<file path="config.mk">
export PLATFORM = sky130hd
export DESIGN_NAME = mem_stage_lsu
export DESIGN_NICKNAME = d
export VERILOG_FILES = /design/src/rtl/mem_stage_lsu_pkg.sv /design/src/rtl/mem_stage_lsu_load_extend.sv /design/src/rtl/mem_stage_lsu.sv
export SDC_FILE = /design/constraint.sdc
export NUM_CORES = 1
export LEC_CHECK = 0
export CORE_MARGIN = 2
export CORE_UTILIZATION = 43
export CTS_BUF_LIST = sky130_fd_sc_hd__clkbuf_16
export CTS_CLUSTER_SIZE = 30
export DETAILED_ROUTE_END_ITERATION = 10
export GPL_ROUTABILITY_DRIVEN = 0
export HOLD_SLACK_MARGIN = 0.15
export PLACE_DENSITY = 0.8
export SYNTH_ARGS = -nofsm -noshare
export SYNTH_HDL_FRONTEND = slang
export SYNTH_HIERARCHICAL = 1
export SYNTH_SLANG_ARGS = --single-unit
</file>
<file path="constraint.sdc">
create_clock -name clk -period 2.3 [get_ports clk]
set_clock_uncertainty 0.2 [all_clocks]
set_input_delay 0.46 -clock clk [delete_from_list [all_inputs] [get_ports clk]]
set_output_delay 0.46 -clock clk [all_outputs]
set_load 0.05 [all_outputs]
</file>
<file path="src/rtl/mem_stage_lsu_pkg.sv">
// -----------------------------------------------------------------------------
// mem_stage_lsu_pkg
// Shared definitions for the MEM-stage load/store unit:
//   - funct3 access-size encodings for loads (LB..LHU) and stores (SB..SW)
//   - RESULTSRC_LOAD, the resultSrc value that marks a load
//   - FSM state enum
//   - helpers for funct3 legality, byte-enable and store-lane generation
// -----------------------------------------------------------------------------
package mem_stage_lsu_pkg;

    localparam logic [2:0] F3_LB  = 3'b000;
    localparam logic [2:0] F3_LH  = 3'b001;
    localparam logic [2:0] F3_LW  = 3'b010;
    localparam logic [2:0] F3_LBU = 3'b100;
    localparam logic [2:0] F3_LHU = 3'b101;
    localparam logic [2:0] F3_SB  = 3'b000;
    localparam logic [2:0] F3_SH  = 3'b001;
    localparam logic [2:0] F3_SW  = 3'b010;

    localparam logic [1:0] RESULTSRC_LOAD = 2'b01;

    typedef enum logic [1:0] {
        ST_IDLE = 2'b00,
        ST_REQ  = 2'b01,
        ST_DONE = 2'b10
    } lsu_state_e;

    // 011, 110 and 111 encode no access size and never reach the bus.
    function automatic logic f3_is_legal(input logic [2:0] f3);
        logic ok;
        case (f3)
            3'b011:  ok = 1'b0;
            3'b110:  ok = 1'b0;
            3'b111:  ok = 1'b0;
            default: ok = 1'b1;
        endcase
        return ok;
    endfunction

    // Byte enables from access size (funct3[1:0]) and low address bits.
    function automatic logic [3:0] lane_enables(input logic [2:0] f3, input logic [1:0] addr_lo);
        logic [3:0] be;
        case (f3[1:0])
            2'b00:   be = 4'b0001 << addr_lo;
            2'b01:   be = addr_lo[1] ? 4'b1100 : 4'b0011;
            default: be = 4'b1111;
        endcase
        return be;
    endfunction

    // Replicate low-aligned store data across every lane it could occupy.
    function automatic logic [31:0] store_lanes(input logic [2:0] f3, input logic [31:0] data);
        logic [31:0] w;
        case (f3[1:0])
            2'b00:   w = {4{data[7:0]}};
            2'b01:   w = {2{data[15:0]}};
            default: w = data;
        endcase
        return w;
    endfunction

endpackage

</file>
<file path="src/rtl/mem_stage_lsu_load_extend.sv">
// -----------------------------------------------------------------------------
// load_extend
// Combinational lane select and sign/zero extension of a bus read word.
// Ports:
//   i_funct3  [2:0]  load type (LB/LH/LW/LBU/LHU)
//   i_addr_lo [1:0]  low byte-address bits of the load
//   i_rdata   [31:0] raw word from the bus
//   o_data    [31:0] extended load result (0 for non-load encodings)
// -----------------------------------------------------------------------------
module load_extend
    import mem_stage_lsu_pkg::*;
(
    input  logic [2:0]  i_funct3,
    input  logic [1:0]  i_addr_lo,
    input  logic [31:0] i_rdata,
    output logic [31:0] o_data
);

    logic [7:0]  w_byte;
    logic [15:0] w_half;

    // Pick the addressed byte/halfword, then extend according to funct3.
    always_comb begin
        w_byte = i_rdata[{i_addr_lo, 3'b000} +: 8];
        w_half = i_addr_lo[1] ? i_rdata[31:16] : i_rdata[15:0];
        case (i_funct3)
            F3_LB:   o_data = {{24{w_byte[7]}}, w_byte};
            F3_LH:   o_data = {{16{w_half[15]}}, w_half};
            F3_LW:   o_data = i_rdata;
            F3_LBU:  o_data = {24'h000000, w_byte};
            F3_LHU:  o_data = {16'h0000, w_half};
            default: o_data = 32'h0000_0000;
        endcase
    end

endmodule

</file>
<file path="src/rtl/mem_stage_lsu.sv">
// -----------------------------------------------------------------------------
// mem_stage_lsu
// MEM-stage load/store unit: turns a load/store in the MEM stage into one
// data-bus transaction, stalling the pipeline until it completes.
// FSM: IDLE -> REQ (bus_req high until bus_ack) -> DONE (stall released) -> IDLE.
// Illegal accesses go IDLE -> DONE without touching the bus.
// Option: define LSU_MISALIGN_TRAP_EN to treat misaligned halfword/word
// accesses as illegal and flag misaligned_MEM during their DONE cycle.
// Ports:
//   clk, rst_n                     clock, synchronous active-low reset
//   valid_MEM, memWrite_MEM,
//   resultSrc_MEM, funct3_MEM,
//   ALUResult_MEM, storeOut_MEM    instruction presented by the MEM stage
//   bus_req/we/addr/wdata/be       registered data-bus request
//   bus_ack, bus_rdata             bus completion and read data
//   stall_MEM                      holds EX/MEM and earlier stages
//   readData_MEM                   registered extended load result
//   misaligned_MEM                 misaligned-access flag (DONE cycle only)
// -----------------------------------------------------------------------------
module mem_stage_lsu
    import mem_stage_lsu_pkg::*;
(
    input  logic        clk,
    input  logic        rst_n,
    input  logic        valid_MEM,
    input  logic        memWrite_MEM,
    input  logic [1:0]  resultSrc_MEM,
    input  logic [2:0]  funct3_MEM,
    input  logic [31:0] ALUResult_MEM,
    input  logic [31:0] storeOut_MEM,
    output logic        bus_req,
    output logic        bus_we,
    output logic [31:0] bus_addr,
    output logic [31:0] bus_wdata,
    output logic [3:0]  bus_be,
    input  logic        bus_ack,
    input  logic [31:0] bus_rdata,
    output logic        stall_MEM,
    output logic [31:0] readData_MEM,
    output logic        misaligned_MEM
);

    lsu_state_e  r_state;
    lsu_state_e  w_next_state;

    logic        w_access;
    logic        w_misal;
    logic        w_legal;
    logic        w_start_bus;
    logic        w_start_illegal;
    logic        w_capture;
    logic [31:0] w_load_data;

    logic        r_bus_req;
    logic        r_bus_we;
    logic [31:0] r_bus_addr;
    logic [31:0] r_bus_wdata;
    logic [3:0]  r_bus_be;
    logic [1:0]  r_addr_lo;
    logic [2:0]  r_funct3;
    logic        r_is_load;
    logic [31:0] r_read_data;
    logic        r_misaligned;

    // memWrite wins over a load encoding in resultSrc.
    assign w_access = valid_MEM & (memWrite_MEM | (resultSrc_MEM == RESULTSRC_LOAD));

    // Misalignment detection; only meaningful for legal funct3 encodings.
    always_comb begin
`ifdef LSU_MISALIGN_TRAP_EN
        case (funct3_MEM[1:0])
            2'b01:   w_misal = ALUResult_MEM[0];
            2'b10:   w_misal = (ALUResult_MEM[1:0] != 2'b00);
            default: w_misal = 1'b0;
        endcase
        w_misal = w_misal & f3_is_legal(funct3_MEM);
`else
        w_misal = 1'b0;
`endif
        w_legal = f3_is_legal(funct3_MEM) & ~w_misal;
    end

    // State register.
    always_ff @(posedge clk) begin
        if (!rst_n) begin
            r_state <= ST_IDLE;
        end else begin
            r_state <= w_next_state;
        end
    end

    // Next-state logic.
    always_comb begin
        case (r_state)
            ST_IDLE: begin
                if (w_access) begin
                    w_next_state = w_legal ? ST_REQ : ST_DONE;
                end else begin
                    w_next_state = ST_IDLE;
                end
            end
            ST_REQ: begin
                if (bus_ack) begin
                    w_next_state = ST_DONE;
                end else begin
                    w_next_state = ST_REQ;
                end
            end
            ST_DONE: w_next_state = ST_IDLE;
            default: w_next_state = ST_IDLE;
        endcase
    end

    // FSM outputs: stall and datapath strobes.
    always_comb begin
        stall_MEM       = 1'b0;
        w_start_bus     = 1'b0;
        w_start_illegal = 1'b0;
        w_capture       = 1'b0;
        case (r_state)
            ST_IDLE: begin
                stall_MEM       = w_access;
                w_start_bus     = w_access & w_legal;
                w_start_illegal = w_access & ~w_legal;
            end
            ST_REQ: begin
                stall_MEM = 1'b1;
                w_capture = bus_ack & r_is_load;
            end
            ST_DONE: stall_MEM = 1'b0;
            default: stall_MEM = 1'b0;
        endcase
    end

    load_extend u_load_extend (
        .i_funct3  (r_funct3),
        .i_addr_lo (r_addr_lo),
        .i_rdata   (bus_rdata),
        .o_data    (w_load_data)
    );

    // Bus request registers, latched once on entry to REQ so they stay stable.
    always_ff @(posedge clk) begin
        if (!rst_n) begin
            r_bus_req   <= 1'b0;
            r_bus_we    <= 1'b0;
            r_bus_addr  <= 32'h0000_0000;
            r_bus_wdata <= 32'h0000_0000;
            r_bus_be    <= 4'b0000;
            r_addr_lo   <= 2'b00;
            r_funct3    <= 3'b000;
            r_is_load   <= 1'b0;
        end else begin
            r_bus_req <= (w_next_state == ST_REQ);
            if (w_start_bus) begin
                r_bus_we    <= memWrite_MEM;
                r_bus_addr  <= {ALUResult_MEM[31:2], 2'b00};
                r_bus_wdata <= memWrite_MEM ? store_lanes(funct3_MEM, storeOut_MEM) : 32'h0000_0000;
                r_bus_be    <= lane_enables(funct3_MEM, ALUResult_MEM[1:0]);
                r_addr_lo   <= ALUResult_MEM[1:0];
                r_funct3    <= funct3_MEM;
                r_is_load   <= ~memWrite_MEM;
            end else begin
                r_bus_we <= r_bus_we;
            end
        end
    end

    // Load result and misalignment flag; illegal accesses clear the result.
    always_ff @(posedge clk) begin
        if (!rst_n) begin
            r_read_data  <= 32'h0000_0000;
            r_misaligned <= 1'b0;
        end else begin
            if (w_start_illegal) begin
                r_read_data <= 32'h0000_0000;
            end else if (w_capture) begin
                r_read_data <= w_load_data;
            end else begin
                r_read_data <= r_read_data;
            end
            r_misaligned <= w_start_illegal & w_misal;
        end
    end

    assign bus_req        = r_bus_req;
    assign bus_we         = r_bus_we;
    assign bus_addr       = r_bus_addr;
    assign bus_wdata      = r_bus_wdata;
    assign bus_be         = r_bus_be;
    assign readData_MEM   = r_read_data;
    assign misaligned_MEM = r_misaligned;

endmodule

</file>
==> summary.md <==
| Metric | Value |
|---|---|
| Pwr dens | 595 mW/mm^2 |
| Post-DP Area | 0.00725 sq mm |
| HPWL reported at the end of detailed placement | 11300 um |
| Clk sinks | 108 |
| Hold/Removal Path Class | reg -> reg |
| Clk root buf | clkbuf_16 |
| Synth top cells by count | nand2_1, nand3_1, dfxtp_1 |
| Switch Pwr | 1.30 mW |
| # Max-Cap Violations | 0 |
| DRC marker count from the first detailed-route iteration | 380 |
| Switching Fraction | 0.289 |
| Critical-path cell list | clkdlybuf4s50_1, a21bo_2, a21oi_4, buf_12 |
| Synthesized flop and latch total | 108 |
| Die span in y | 113 um |
| Grt total ovfl | 0 |
| IO buf count | 206 |
| Post-synth cell types | 42 |
| Post-Syn Area | 0.00508 sq mm |
| DRC | 0 |
| Synth top area cells | dfxtp_1, nand3_1, nand2_1, mux2i_1, a21oi_1 |
| Peak supply drop | 0.433 mV |
| Via density | 5.57 |
| Synth async-reset ratio | 0 |
| Synthesis-to-finish area growth | 48.7% |
| Clk pwr share | 0.335 |
| RSZ-0062 raised after global routing | no |
| Worst hold margin | 0.248 ns |
| Cts hold-fix bufs | 0 |
| Core footprint | 0.0115 sq mm |
| Std-Cell Rows | 39 |
| Initial antenna violation count | 1 |
| GRT Overall Usage | 0.241 |
| Initial Utilization | 0.443 |
| Setup WS post-layout | 0.0628 ns |
| Routed Antenna Nets | 0 |
| Worst-path clk slew | 0.07 ns |
| Critical Path AT | 1.58 ns |
| Clock buffer depth | 2 |
| # placed instances | 941 |
| CP max stage delay | 0.52 ns |
| H-tree Lvls | 3 |
| Endpoints failing setup | 0 |
| Critical Path RT | 1.64 ns |
| Leak | 2.92 nW |
| Via Count | 5346 |
| Largest net degree at the start of global routing | 90 |
| Status | finished clean |
| Vias in the first global route | 5108 |
| Fin nets | 917 |
| Yosys Warn Count | 6 |
| Dpl ws | -0.172 ns |
| Initial DRT Pass Iterations | 6 |
| CP Launch Type | primary input |
| Crit Path Max Fanout | 2 |
| Clk Latency, worst-skew pair | 0.34 ns |
| Max-slew violations | 0 |
| Avg Cell Area, Syn | 8.04 sq um |
| TritonCTS buffer count | 9 |
| Cell Count, Final, Fillers Out | 959 |
| Max transition margin | 0.335 |
| Crit Path Category | in -> out |
| Synth top area share | 0.425 |
| Share of layout cells above drive strength 1 | 0.0748 |
| Ys flop type | dfxtp_1 |
| Top-count cell post-synth | nand2_1 |
| Sequential-to-total area share from yosys stat | 0.425 |
| Combinational share of power | 0.227 |
| Yosys top cell by area | dfxtp_1 |
| Number of fill cells | 944 |
| Overall Power | 4.50 mW |
| Tmin final | 2.24 ns |
| Fin. Hold Viols | 0 |
| Least-Margin Pin Slew | 0.994 ns |
| Slowest-stage cell, CP | clkdlybuf4s50_1 |
| Drt wl/cell | 16.5 um |
| Final period util | 0.973 |
| Power share of the sequential group | 0.439 |
| Max Freq | 447 MHz |
| Global-route wire length before repair | 24900 um |
| Int Power | 3.20 mW |
| Mapped Cells | 632 |
| Fin area | 0.00756 sq mm |
| CTS tree | built |
| DIE AREA | 0.0127 sq mm |
| Die width | 113 um |
| Number of enable flip-flop cells after synthesis | 0 |
| Final wirelength | 15900 um |
| I/O pins | 210 |
| Worst Setup End Kind | primary output |
[power groups by stage]
stage / registers, mW / clock network [mW] / logic, mW
global placement: 2.01 / 0 / 0.994
CTS: 1.97 / 1.53 / 1.02
finish: 1.97 / 1.51 / 1.02
global route: 1.98 / 1.60 / 1.08
floorplan: 2.19 / 0 / 0.412
detailed placement: 2.02 / 0 / 1.00
[metrics by stage]
stage          TNS, ns   util
2_1_floorplan        0      -
3_3_place_gp     -1.43  0.632
3_5_place_dp     -5.85  0.632
4_1_cts              0  0.659
5_1_grt              0  0.659
6_report             0  0.659
[critical path, delay by kind of cell]
kind / cells / cell delay (ns)
buffers and inverters: 2 / 0.67
AO/OA/AOI/OAI: 2 / 0.44
[flip-flops by register name, indices dropped and copies added, names as in the netlist]
signal,cells
bus_wdata,32
readData_MEM,32
bus_addr,30
bus_be,4
r_funct3,3
r_addr_lo,2
r_state,2
bus_req,1
bus_we,1
r_is_load,1
[repair_timing]
action | CTS | global route
setup endpoints to repair | 1 | 1
pin swaps | 1 | 0
buffers inserted | 2 | 0
gates resized for setup | 2 | 1
[placed cells by master, fill, tap and decap left out, drive strengths merged, types with 3 or more instances in the layout]
master and instances:
nor2 8, o211a 3, nor3 4, dfxtp 108, nor3b 3, mux2 8, nand3 137, buf 28
o31ai 16, o21ai 18, o221ai 6, conb 3, o211ai 16, clkbuf 9, clkdlybuf4s50 198, a221o 4
inv 5, a21oi 37, a22oi 4, nand2b 6, mux2i 32, o22ai 3, nand2 139
[final cells by class]
| type | instances | area, sq um | area share |
|---|---|---|---|
| antenna | 1 | 2.50 | 0.000331 |
| multi-input combinational | 461 | 2630 | 0.347 |
| inverter | 4 | 15.0 | 0.00199 |
| timing repair buffer | 227 | 2290 | 0.303 |
| sequential | 108 | 2160 | 0.286 |
| clock inverter | 6 | 57.6 | 0.00761 |
| clock buffer | 9 | 225 | 0.0298 |
| tap | 143 | 179 | 0.0237 |
[cells by family after synthesis]
kind of cell           synth area share
flip-flops                        0.425
buffers and inverters            0.0635
AO/OA/AOI/OAI                     0.159
AND/OR/NAND/NOR                   0.270
other                          0.000738
multiplexers                     0.0807
[worst paths after layout]
check	start	end	slack (ns)	depth (start not counted)
setup / recovery	valid_MEM	stall_MEM	0.06	4
hold / removal	bus_addr[27]	bus_addr[27]	0.25	2
setup reg to reg	r_funct3[1]	readData_MEM[27]	0.11	5
hold reg to reg	bus_addr[27]	bus_addr[27]	0.25	2
[layer usage]
layer / GRT usage / routed length (um)
met5: 0 / 0
met4: 0.100 / 452
met3: 0.0798 / 1500
met2: 0.403 / 7580
met1: 0.285 / 6320
Power figures use the tool's default switching activity.
